--- src/rtl/cart_bus_pkg.sv ---
// Shared types and constants for the cartridge bus initiator.
package cart_bus_pkg;

    typedef enum logic [2:0] {
        ST_RST,
        ST_IDLE,
        ST_SETUP,
        ST_STROBE,
        ST_HOLD
    } state_e;

    typedef struct packed {
        logic rom;
        logic ram;
    } cs_sel_t;

    // ROM occupies 0x0000 up to ROM_HI; RAM spans RAM_LO..RAM_HI.
    localparam logic [15:0] ROM_HI   = 16'h7fff;
    localparam logic [15:0] RAM_LO   = 16'ha000;
    localparam logic [15:0] RAM_HI   = 16'hfdff;
    localparam logic [7:0]  OPEN_BUS = 8'hff;

    function automatic int unsigned max_u(input int unsigned a, input int unsigned b);
        return (a > b) ? a : b;
    endfunction

endpackage

--- src/rtl/cart_bus_master_if.sv ---
// CPU-side request port and cartridge-side bus pins of the initiator.
interface cart_bus_master_if;

    logic        req;
    logic        we;
    logic [15:0] addr;
    logic [7:0]  wdata;
    logic        busy;
    logic        ack;
    logic [7:0]  rdata;
    logic        cart_reset;
    logic        cs_rom;
    logic        cs_ram;
    logic [14:0] adr;
    logic [7:0]  dout;
    logic        dout_oe;
    logic [7:0]  din;
    logic        read;
    logic        write;

    modport master (
        input  req, we, addr, wdata, din,
        output busy, ack, rdata, cart_reset, cs_rom, cs_ram, adr, dout, dout_oe, read, write
    );

    modport slave (
        output req, we, addr, wdata, din,
        input  busy, ack, rdata, cart_reset, cs_rom, cs_ram, adr, dout, dout_oe, read, write
    );

endinterface

--- src/rtl/cart_bus_decode.sv ---
// Address to chip-select decode; gaps in the map leave both selects low.
module cart_bus_decode
    import cart_bus_pkg::*;
(
    input  logic [15:0] addr,
    output cs_sel_t     sel_c
);

    always_comb begin
        sel_c     = '0;
        sel_c.rom = (addr <= ROM_HI);
        sel_c.ram = (addr >= RAM_LO) && (addr <= RAM_HI);
    end

endmodule

--- src/rtl/cart_bus_master.sv ---
// Cartridge bus initiator: stretched cart reset, then setup/strobe/hold
// sequencing of single-byte CPU reads and writes.
module cart_bus_master
    import cart_bus_pkg::*;
#(
    parameter int unsigned SETUP_CYCLES  = 1,
    parameter int unsigned STROBE_CYCLES = 2,
    parameter int unsigned HOLD_CYCLES   = 1,
    parameter int unsigned RESET_CYCLES  = 4
) (
    input  logic              clk,
    input  logic              nreset,
    cart_bus_master_if.master bus
);

    localparam int unsigned MAX_CYC = max_u(max_u(SETUP_CYCLES, STROBE_CYCLES),
                                            max_u(HOLD_CYCLES, RESET_CYCLES));
    localparam int unsigned CNT_W   = $clog2(MAX_CYC) + 1;

    localparam logic [CNT_W-1:0] SETUP_LD  = CNT_W'(SETUP_CYCLES - 1);
    localparam logic [CNT_W-1:0] STROBE_LD = CNT_W'(STROBE_CYCLES - 1);
    localparam logic [CNT_W-1:0] HOLD_LD   = CNT_W'(HOLD_CYCLES - 1);
    localparam logic [CNT_W-1:0] RESET_LD  = CNT_W'(RESET_CYCLES - 1);

    state_e           st_q, st_d;
    logic [CNT_W-1:0] cnt_q, cnt_d;
    logic             we_q, we_d;
    logic             busy_q, busy_d;
    logic             ack_q, ack_d;
    logic [7:0]       rdata_q, rdata_d;
    logic             cart_reset_q, cart_reset_d;
    logic             cs_rom_q, cs_rom_d;
    logic             cs_ram_q, cs_ram_d;
    logic [14:0]      adr_q, adr_d;
    logic [7:0]       dout_q, dout_d;
    logic             dout_oe_q, dout_oe_d;
    logic             read_q, read_d;
    logic             write_q, write_d;
    logic             phase_done;
    cs_sel_t          sel_c;

    cart_bus_decode u_decode (
        .addr  (bus.addr),
        .sel_c (sel_c)
    );

    // Next state plus next value of every output, so all outputs leave flops.
    always_comb begin
        st_d      = st_q;
        cnt_d     = cnt_q;
        we_d      = we_q;
        rdata_d   = rdata_q;
        cs_rom_d  = cs_rom_q;
        cs_ram_d  = cs_ram_q;
        adr_d     = adr_q;
        dout_d    = dout_q;
        dout_oe_d = dout_oe_q;
        phase_done = (cnt_q == '0);

        case (st_q)
            ST_RST: begin
                if (phase_done) st_d = ST_IDLE;
                else            cnt_d = cnt_q - CNT_W'(1);
            end
            ST_IDLE: begin
                if (bus.req) begin
                    st_d      = ST_SETUP;
                    cnt_d     = SETUP_LD;
                    we_d      = bus.we;
                    adr_d     = bus.addr[14:0];
                    dout_d    = bus.wdata;
                    cs_rom_d  = sel_c.rom;
                    cs_ram_d  = sel_c.ram;
                    dout_oe_d = bus.we;
                end
            end
            ST_SETUP: begin
                if (phase_done) begin
                    st_d  = ST_STROBE;
                    cnt_d = STROBE_LD;
                end else begin
                    cnt_d = cnt_q - CNT_W'(1);
                end
            end
            ST_STROBE: begin
                if (phase_done) begin
                    st_d  = ST_HOLD;
                    cnt_d = HOLD_LD;
                    // Undecoded reads float the bus; din is not trusted there.
                    if (!we_q) rdata_d = (cs_rom_q || cs_ram_q) ? bus.din : OPEN_BUS;
                end else begin
                    cnt_d = cnt_q - CNT_W'(1);
                end
            end
            ST_HOLD: begin
                if (phase_done) begin
                    st_d      = ST_IDLE;
                    cs_rom_d  = 1'b0;
                    cs_ram_d  = 1'b0;
                    dout_oe_d = 1'b0;
                end else begin
                    cnt_d = cnt_q - CNT_W'(1);
                end
            end
            default: begin
                st_d      = ST_RST;
                cnt_d     = RESET_LD;
                cs_rom_d  = 1'b0;
                cs_ram_d  = 1'b0;
                dout_oe_d = 1'b0;
            end
        endcase

        busy_d       = (st_d != ST_IDLE);
        cart_reset_d = (st_d == ST_RST);
        read_d       = (st_d == ST_STROBE) && !we_d;
        write_d      = (st_d == ST_STROBE) && we_d;
        ack_d        = (st_d == ST_HOLD) && (cnt_d == '0);
    end

    always_ff @(posedge clk or negedge nreset) begin
        if (!nreset) begin
            st_q         <= ST_RST;
            cnt_q        <= RESET_LD;
            we_q         <= 1'b0;
            busy_q       <= 1'b1;
            ack_q        <= 1'b0;
            rdata_q      <= OPEN_BUS;
            cart_reset_q <= 1'b1;
            cs_rom_q     <= 1'b0;
            cs_ram_q     <= 1'b0;
            adr_q        <= '0;
            dout_q       <= '0;
            dout_oe_q    <= 1'b0;
            read_q       <= 1'b0;
            write_q      <= 1'b0;
        end else begin
            st_q         <= st_d;
            cnt_q        <= cnt_d;
            we_q         <= we_d;
            busy_q       <= busy_d;
            ack_q        <= ack_d;
            rdata_q      <= rdata_d;
            cart_reset_q <= cart_reset_d;
            cs_rom_q     <= cs_rom_d;
            cs_ram_q     <= cs_ram_d;
            adr_q        <= adr_d;
            dout_q       <= dout_d;
            dout_oe_q    <= dout_oe_d;
            read_q       <= read_d;
            write_q      <= write_d;
        end
    end

    assign bus.busy       = busy_q;
    assign bus.ack        = ack_q;
    assign bus.rdata      = rdata_q;
    assign bus.cart_reset = cart_reset_q;
    assign bus.cs_rom     = cs_rom_q;
    assign bus.cs_ram     = cs_ram_q;
    assign bus.adr        = adr_q;
    assign bus.dout       = dout_q;
    assign bus.dout_oe    = dout_oe_q;
    assign bus.read       = read_q;
    assign bus.write      = write_q;

endmodule

--- src/flat_wrapper.sv ---
// flat-port wrapper written by rule: the top's interface ports become plain ports
module cart_bus_master_flat import cart_bus_pkg::*;
#(
    parameter int unsigned SETUP_CYCLES  = 1,
    parameter int unsigned STROBE_CYCLES = 2,
    parameter int unsigned HOLD_CYCLES   = 1,
    parameter int unsigned RESET_CYCLES  = 4
)
  (clk, nreset, bus_req, bus_we, bus_addr, bus_wdata, bus_din, bus_busy, bus_ack, bus_rdata, bus_cart_reset, bus_cs_rom, bus_cs_ram, bus_adr, bus_dout, bus_dout_oe, bus_read, bus_write);
  cart_bus_master_if bus_i ();
  input  logic clk;
  input  logic nreset;
  input wire logic [$bits(bus_i.req)-1:0] bus_req;
  input wire logic [$bits(bus_i.we)-1:0] bus_we;
  input wire logic [$bits(bus_i.addr)-1:0] bus_addr;
  input wire logic [$bits(bus_i.wdata)-1:0] bus_wdata;
  input wire logic [$bits(bus_i.din)-1:0] bus_din;
  output wire logic [$bits(bus_i.busy)-1:0] bus_busy;
  output wire logic [$bits(bus_i.ack)-1:0] bus_ack;
  output wire logic [$bits(bus_i.rdata)-1:0] bus_rdata;
  output wire logic [$bits(bus_i.cart_reset)-1:0] bus_cart_reset;
  output wire logic [$bits(bus_i.cs_rom)-1:0] bus_cs_rom;
  output wire logic [$bits(bus_i.cs_ram)-1:0] bus_cs_ram;
  output wire logic [$bits(bus_i.adr)-1:0] bus_adr;
  output wire logic [$bits(bus_i.dout)-1:0] bus_dout;
  output wire logic [$bits(bus_i.dout_oe)-1:0] bus_dout_oe;
  output wire logic [$bits(bus_i.read)-1:0] bus_read;
  output wire logic [$bits(bus_i.write)-1:0] bus_write;
  assign bus_i.req = bus_req;
  assign bus_i.we = bus_we;
  assign bus_i.addr = bus_addr;
  assign bus_i.wdata = bus_wdata;
  assign bus_i.din = bus_din;
  assign bus_busy = bus_i.busy;
  assign bus_ack = bus_i.ack;
  assign bus_rdata = bus_i.rdata;
  assign bus_cart_reset = bus_i.cart_reset;
  assign bus_cs_rom = bus_i.cs_rom;
  assign bus_cs_ram = bus_i.cs_ram;
  assign bus_adr = bus_i.adr;
  assign bus_dout = bus_i.dout;
  assign bus_dout_oe = bus_i.dout_oe;
  assign bus_read = bus_i.read;
  assign bus_write = bus_i.write;
  cart_bus_master #(.SETUP_CYCLES(SETUP_CYCLES), .STROBE_CYCLES(STROBE_CYCLES), .HOLD_CYCLES(HOLD_CYCLES), .RESET_CYCLES(RESET_CYCLES)) u_core (.clk(clk), .nreset(nreset), .bus(bus_i));
endmodule
--- config.mk ---
export PLATFORM = sky130hd
export DESIGN_NAME = cart_bus_master_flat
export DESIGN_NICKNAME = d
export VERILOG_FILES = /design/src/rtl/cart_bus_pkg.sv /design/src/rtl/cart_bus_master_if.sv /design/src/rtl/cart_bus_decode.sv /design/src/rtl/cart_bus_master.sv /design/src/flat_wrapper.sv
export SDC_FILE = /design/constraint.sdc
export NUM_CORES = 1
export LEC_CHECK = 0
export CORE_UTILIZATION = 50
export CTS_CLUSTER_SIZE = 12
export DETAILED_ROUTE_END_ITERATION = 6
export DONT_BUFFER_PORTS = 1
export GPL_TIMING_DRIVEN = 0
export PLACE_DENSITY = 0.69
export SYNTH_ARGS = -nofsm -noshare
export SYNTH_HDL_FRONTEND = slang
export SYNTH_SLANG_ARGS = --single-unit
--- constraint.sdc ---
create_clock -name clk -period 3.9 [get_ports clk]
set_clock_uncertainty 0.05 [all_clocks]
set_input_delay 0.195 -clock clk [delete_from_list [all_inputs] [get_ports clk]]
set_output_delay 0.195 -clock clk [all_outputs]
set_load 0.1 [all_outputs]
==> results of run 1 <==
==> worst min path at each step <==
stage	to	slack, ns	cells after the start
after floorplan	u_core.bus.ack$_DFF_PN0_	-0.15	0
after global placement	u_core.st_q[1]$_DFF_PN0_	-0.15	0
after detailed placement	u_core.bus.read$_DFF_PN0_	-0.15	0
after CTS	u_core.bus.dout[0]$_DFFE_PN0P_	0.001	1
after global routing	u_core.bus.adr[5]$_DFFE_PN0P_	0.00005	1
final	u_core.bus.rdata[0]$_DFFE_PN1P_	0.005	2
==> cells in the final DEF (no fill, tap or decap) <==
cell type / count
inv_2: 2
o21ai_1: 6
nor3b_1: 2
nor2b_4: 1
nor2_1: 16
clkbuf_8: 5
inv_1: 8
o21ai_2: 2
o21ai_0: 9
bufinv_16: 1
a21o_1: 3
xnor2_1: 1
or4_4: 1
buf_6: 2
buf_2: 3
nor3_1: 6
ha_1: 4
and3_1: 2
nand2b_1: 2
nand2_1: 12
a311oi_1: 1
buf_12: 1
dfstp_2: 12
o32ai_1: 1
nand4_1: 1
a31oi_1: 1
mux2i_1: 1
nor2b_1: 2
dfrtp_1: 34
mux2_2: 25
clkbuf_2: 1
a21oi_1: 4
dlygate4sd3_1: 21
a211oi_1: 1
clkbuf_1: 4
==> stage by stage <==
| stage | cells | area [µm²] | hold slack, ns | utilization (%) | worst slack, ns |
|---|---|---|---|---|---|
| floorplan | 168 | 1989 | -0.1506 | - | 2.064 |
| global placement | 216 | 2049 | -0.1493 | 54.75 | 1.959 |
| detailed placement | 216 | 2049 | -0.1492 | 54.75 | 1.838 |
| CTS | 237 | 2296 | 0.001215 | 61.33 | 1.823 |
| global route | 246 | 2386 | 0.00004546 | 63.74 | 1.712 |
| finish | 246 | 2386 | 0.005444 | 63.74 | 1.789 |
==> what timing repair did <==
action	CTS	global route
hold buffers	13	9
buffers inserted	0	0
endpoints found under the hold margin	57	9
==> kinds of logic after synthesis <==
family / Yosys count / synth area share [%]
muxes: 26 / 14.65
DFF: 46 / 58.62
AOI/OAI and AO/OA: 28 / 8.365
buffers and inverters: 18 / 4.402
adders and majority gates: 4 / 2.516
xor gates and xnor gates: 1 / 0.4403
and+or+nand+nor: 45 / 11.01
==> worst max-delay path, stage by stage (launching register included) <==
cell,delay [ns]
dfstp_2,0.55
inv_1,0.08
ha_1,0.22
nor2b_4,0.15
nor3_1,0.43
nor3_1,0.22
mux2_2,0.31
==> per-layer routing <==
metal	routed length, µm	share of wire [%]
met4	70	1.8
met1	1534	39
met2	1988	51
met5	0	0
met3	333	8.5
==> flip-flops by register name, summed over array words and instances (netlist names) <==
register / flops
u_core.cnt_q: 3
u_core.bus.cs_rom: 1
u_core.bus.rdata: 8
u_core.bus.busy: 1
u_core.bus.write: 1
u_core.bus.cs_ram: 1
u_core.bus.ack: 1
u_core.bus.cart_reset: 1
u_core.bus.dout_oe: 1
u_core.st_q: 3
u_core.bus.adr: 15
u_core.bus.dout: 8
u_core.we_q: 1
u_core.bus.read: 1
==> layout make-up <==
class	count	area (µm²)	share of cell area (%)
clock inverters	1	30.03	1.259
inverters	10	37.54	1.573
repair buffers	22	230.2	9.649
clock buffers	7	76.32	3.199
plain buffers	8	50.05	2.098
flip-flops and latches	46	1166	48.87
multi-input cells	104	735.7	30.83
well taps	48	60.06	2.517
==> impl_metrics.json, run 1 <==
{
  "maxcap_viol_count": 0,
  "hold_viol": 0,
  "gr-usage-all-layers_pct": 18.95,
  "cp_data_required_time_ns": 4.03,
  "worst_hold_startpoint": "bus_din[0]",
  "insertion_delay_ns": 0.29,
  "grt_pass1_wl_um": 5885,
  "chipHeight_um": 65.08,
  "floorplan.io_pins": 75,
  "min-delay-path-class": "in2reg",
  "grt_use_met1_pct": 21.77,
  "synth-seq-cells": 46,
  "num_antenna_cells": 0,
  "postSynth.asyncResetShare_pct": 100.0,
  "worstSetupEndpoint": "u_core.bus.cs_rom$_DFFE_PN0P_",
  "worstReg2RegStart": "u_core.cnt_q[0]$_DFF_PN1_",
  "dominant_synthesized_flop_cell": "dfrtp_1",
  "cts_tree": "yes",
  "grt_pass1_vias": 1314,
  "fin_tns_setup_ns": 0,
  "yosysMostFrequentCell": "dfrtp_1",
  "antenna_found_initial": 0,
  "drt_iter0_markers": 82,
  "regToRegSetupSlack_ns": 1.79,
  "finalNetCount": 237,
  "clkTransAtPathRegs_ns": 0.08,
  "maximum_number_of_pins_on_one_net_before_global_route_repair": 47,
  "synthesis.area_um2": 1989,
  "crit_arrival_ns": 2.24,
  "clock_path_buffers": 2,
  "slew_headroom_pct": 37.81,
  "r2r_cells": 6,
  "fp.dieArea_um2": 4235,
  "cts.repair.resized": 0,
  "crit_path_start": "u_core.cnt_q[0]$_DFF_PN1_",
  "finalCritPeriodShare_pct": 54.14,
  "num_rows": 22,
  "met2_usage_pct": 32.16,
  "slew_violations": 0,
  "dieWidth_um": 65.08,
  "wl_per_cell_um": 15.96,
  "cts_sinks": 46,
  "vias": 1356,
  "yosys-top-cells-area": "dfrtp_1 43%, dfstp_2 16%, mux2_2 14%, nor2_1 3.0%, ha_1 2.5%",
  "worst_slew_pin_slew_ns": 0.9329,
  "cts_root_buffer": "clkbuf_8",
  "drt_wl_total_um": 3926,
  "fmax_ghz": 0.4736,
  "post_synth_cell_types": 31,
  "final_layout_size_suffix_gt1_share_pct": 28.28,
  "io_buffer_count": 0,
  "drt-vias-per-instance": 5.512,
  "timing_worst_setup_path_type": "reg2reg",
  "cts_inserted_buffers": 5,
  "area_delta_synth_final_pct": 19.94,
  "synth_top_area_share_pct": 42.77,
  "core_region_area_um2": 3744,
  "setup_viol_count_final": 0,
  "detailedRoute.firstPassIterationCount": 4,
  "synth.yosys.warnings": 0,
  "final_antenna_net_count": 0,
  "grt_remaining_overflow": 0,
  "run_status": "finished, final reports clean",
  "gate_count_of_the_mapped_netlist": 168,
  "gp_congestion": 0.8064,
  "drcViolationCount": 0,
  "postSynthNetCount": 208,
  "synth-edff-count": 0,
  "dp_hpwl_um": 2769,
  "grt_setup_unrepaired": "no",
  "start_util_pct": 53.14,
  "layout_min_cycle_time_ns": 2.111,
  "synth_area_leader_cell": "dfrtp_1",
  "post_synthesis_mean_instance_area_um2": 11.84,
  "final.fill_count": 292,
  "post_synth_most_frequent_cells": "34 x dfrtp_1, 25 x mux2_2, 16 x nor2_1",
  "startpoint_type": "flip-flop",
  "crit_path_end_kind": "flip-flop",
  "gr-usage-met3_pct": 5.986,
  "cts-htree-levels": 2,
  "grt.busiest_layer": "met2",
  "ys_seq_area_share_pct": 58.62,
  "critical_path_peak_fanout": 5,
  "r2r-end": "u_core.bus.cs_rom$_DFFE_PN0P_"
}
Power of run 1 is not shown: default switching activity piles up to over one toggle a cycle in this logic, so the estimate is an artifact.
==> run 2, diff against run 1 <==
Settings changed: PLACE_DENSITY 0.69 to 0.72.
Clock period 3.9 ns to 1.8 ns, I/O delays scaled along.
==> run 2 against run 1 <==
Compared with the run above: fmax grew 18%; critical path depth up 2; cell count rose by 9.3%; wire length up 16%; clock-buffer cell count shrank 1; non-clock buffer count grew 23; via count rose by 4.1%; die area unchanged; register-to-register slack got worse by 1.8 ns; setup slack got worse by 1.8 ns.
==> impl_metrics.json, run 2 (synthesis results as in run 1) <==
{
  "run_status": "finished, final reports clean",
  "dp_hpwl_um": 2811,
  "grt_pass1_vias": 1496,
  "cts_root_buffer": "clkbuf_8",
  "final_antenna_net_count": 0,
  "drt_iter0_markers": 57,
  "cp_num_buf_inv": 3,
  "core_region_area_um2": 3744,
  "cell_breakdown_of_the_critical_path": "inv_2 -> ha_4 -> nor2b_4 -> inv_4 -> or4_4 -> buf_6 -> nand2_1 -> o21ai_2",
  "start_util_pct": 53.14,
  "slew_headroom_pct": 36.28,
  "chipHeight_um": 65.08,
  "final_layout_size_suffix_gt1_share_pct": 39.37,
  "drcViolationCount": 0,
  "fp.dieArea_um2": 4235,
  "maxcap_viol_count": 0,
  "setup_viol_count_final": 0,
  "grt_remaining_overflow": 0,
  "num_antenna_cells": 0,
  "gr-usage-all-layers_pct": 21.55,
  "vias": 1412,
  "grt_pass1_wl_um": 6713,
  "num_rows": 22,
  "area_delta_synth_final_pct": 36.86,
  "finalNetCount": 260,
  "hold_viol": 0,
  "dieWidth_um": 65.08,
  "gp_congestion": 0.9103,
  "path_delay_family": "simple AND/OR/NAND/NOR gates",
  "drt-vias-per-instance": 5.249,
  "finalCritPeriodShare_pct": 99.19,
  "cts_tree": "yes",
  "grt_setup_unrepaired": "yes",
  "startpoint_type": "flip-flop",
  "fmax_ghz": 0.5601,
  "floorplan.io_pins": 75,
  "cts_sinks": 46,
  "maximum_number_of_pins_on_one_net_before_global_route_repair": 47,
  "antenna_found_initial": 0,
  "critPathMaxStageDelay_ns": 0.53,
  "cp_data_required_time_ns": 1.98,
  "min-delay-path-class": "in2reg",
  "insertion_delay_ns": 0.30,
  "leading_cell_type_in_the_layout_fill_and_taps_excluded": "dlygate4sd3_1",
  "detailedRoute.firstPassIterationCount": 3,
  "drt_wl_total_um": 4544,
  "final_cells": 269,
  "largest_register_ff_count": 15,
  "timing.final.ws_setup_ns": 0.01450,
  "place_ws_ns": -0.1321,
  "timing_worst_setup_path_type": "reg2reg",
  "most-common-layout-cells": "35 x dlygate4sd3_1, 34 x dfrtp_1, 25 x mux2_2",
  "clkTransAtPathRegs_ns": 0.08,
  "final.fill_count": 230,
  "crit_path_end_kind": "flip-flop",
  "placed_cells": 216,
  "slew_violations": 0,
  "crit_arrival_ns": 1.97,
  "wl_per_cell_um": 16.89,
  "cts_inserted_buffers": 5,
  "clock_path_buffers": 2,
  "critical_path_peak_fanout": 6,
  "io_buffer_count": 0,
  "crit_slowest_cell": "or4_4",
  "layout_min_cycle_time_ns": 1.786,
  "worst_slew_pin_slew_ns": 0.9558,
  "cts-htree-levels": 2
}
==> run 2: metrics by stage <==
step / setup TNS (ns) / hold WS (ns) / utilization (%) / area [µm²]
after detailed placement: -1.277 / -0.2542 / 55.08 / 2062
final: 0 / 0.1354 / 72.73 / 2723
after global placement: -0.8530 / -0.2541 / 55.08 / 2062
after floorplan: 0 / -0.2556 / - / 2002
after global routing: -0.3999 / 0.1865 / 72.73 / 2723
after CTS: -0.5139 / 0.1261 / 70.55 / 2641
==> run 2: tightest hold or removal path, delay by kind of cell <==
kind,cells,cell delay [ns]
multiplexers,1,0.17
AO/OA/AOI/OAI,1,0.05
AND/OR/NAND/NOR,1,0.13
==> run 2: final timing paths <==
kind | slack, ns | cells after the start | endpoint | start
min in group asynchronous | 0.23 | 2 | u_core.st_q[1]$_DFF_PN0_ | nreset
setup / recovery | 0.01 | 8 | u_core.bus.rdata[0]$_DFFE_PN1P_ | u_core.cnt_q[0]$_DFF_PN1_
setup reg to reg | 0.01 | 8 | u_core.bus.rdata[0]$_DFFE_PN1P_ | u_core.cnt_q[0]$_DFF_PN1_
hold / removal | 0.14 | 3 | u_core.bus.cs_ram$_DFFE_PN0P_ | bus_addr[13]
hold reg to reg | 0.52 | 2 | u_core.we_q$_DFF_PN0_ | u_core.we_q$_DFF_PN0_
max in group asynchronous | 1.19 | 2 | u_core.bus.rdata[6]$_DFFE_PN1P_ | nreset
==> run 2: routing by layer <==
layer,vias up,share of wire [%],GRT usage [%]
li1,671,-,-
met1,678,39,23.39
met2,58,53,39.32
met3,5,7.0,6.162
met4,0,1.0,8.152
met5,-,0,0
==> run 2: what timing repair did <==
item                                   4_1_cts  5_1_grt
gates resized for setup                     14       22
endpoints found under the hold margin       84        0
setup buffers                                7        2
setup endpoints to repair                   31       30
cloned                                       1        0
pin swaps                                    6        8
hold buffers                                36        0
==> run 2: cell type report <==
type,count,area (µm²),share of cell area (%)
Sequential cell,46,1166,42.83
Timing Repair Buffer,46,452.9,16.64
Inverter,10,42.54,1.563
Clock inverter,2,37.54,1.379
Tap cell,48,60.06,2.206
Buffer,7,53.80,1.976
Clock buffer,6,72.57,2.665
Multi-Input combinational cell,104,837.1,30.74
Power of run 2 is left out for the same reason.
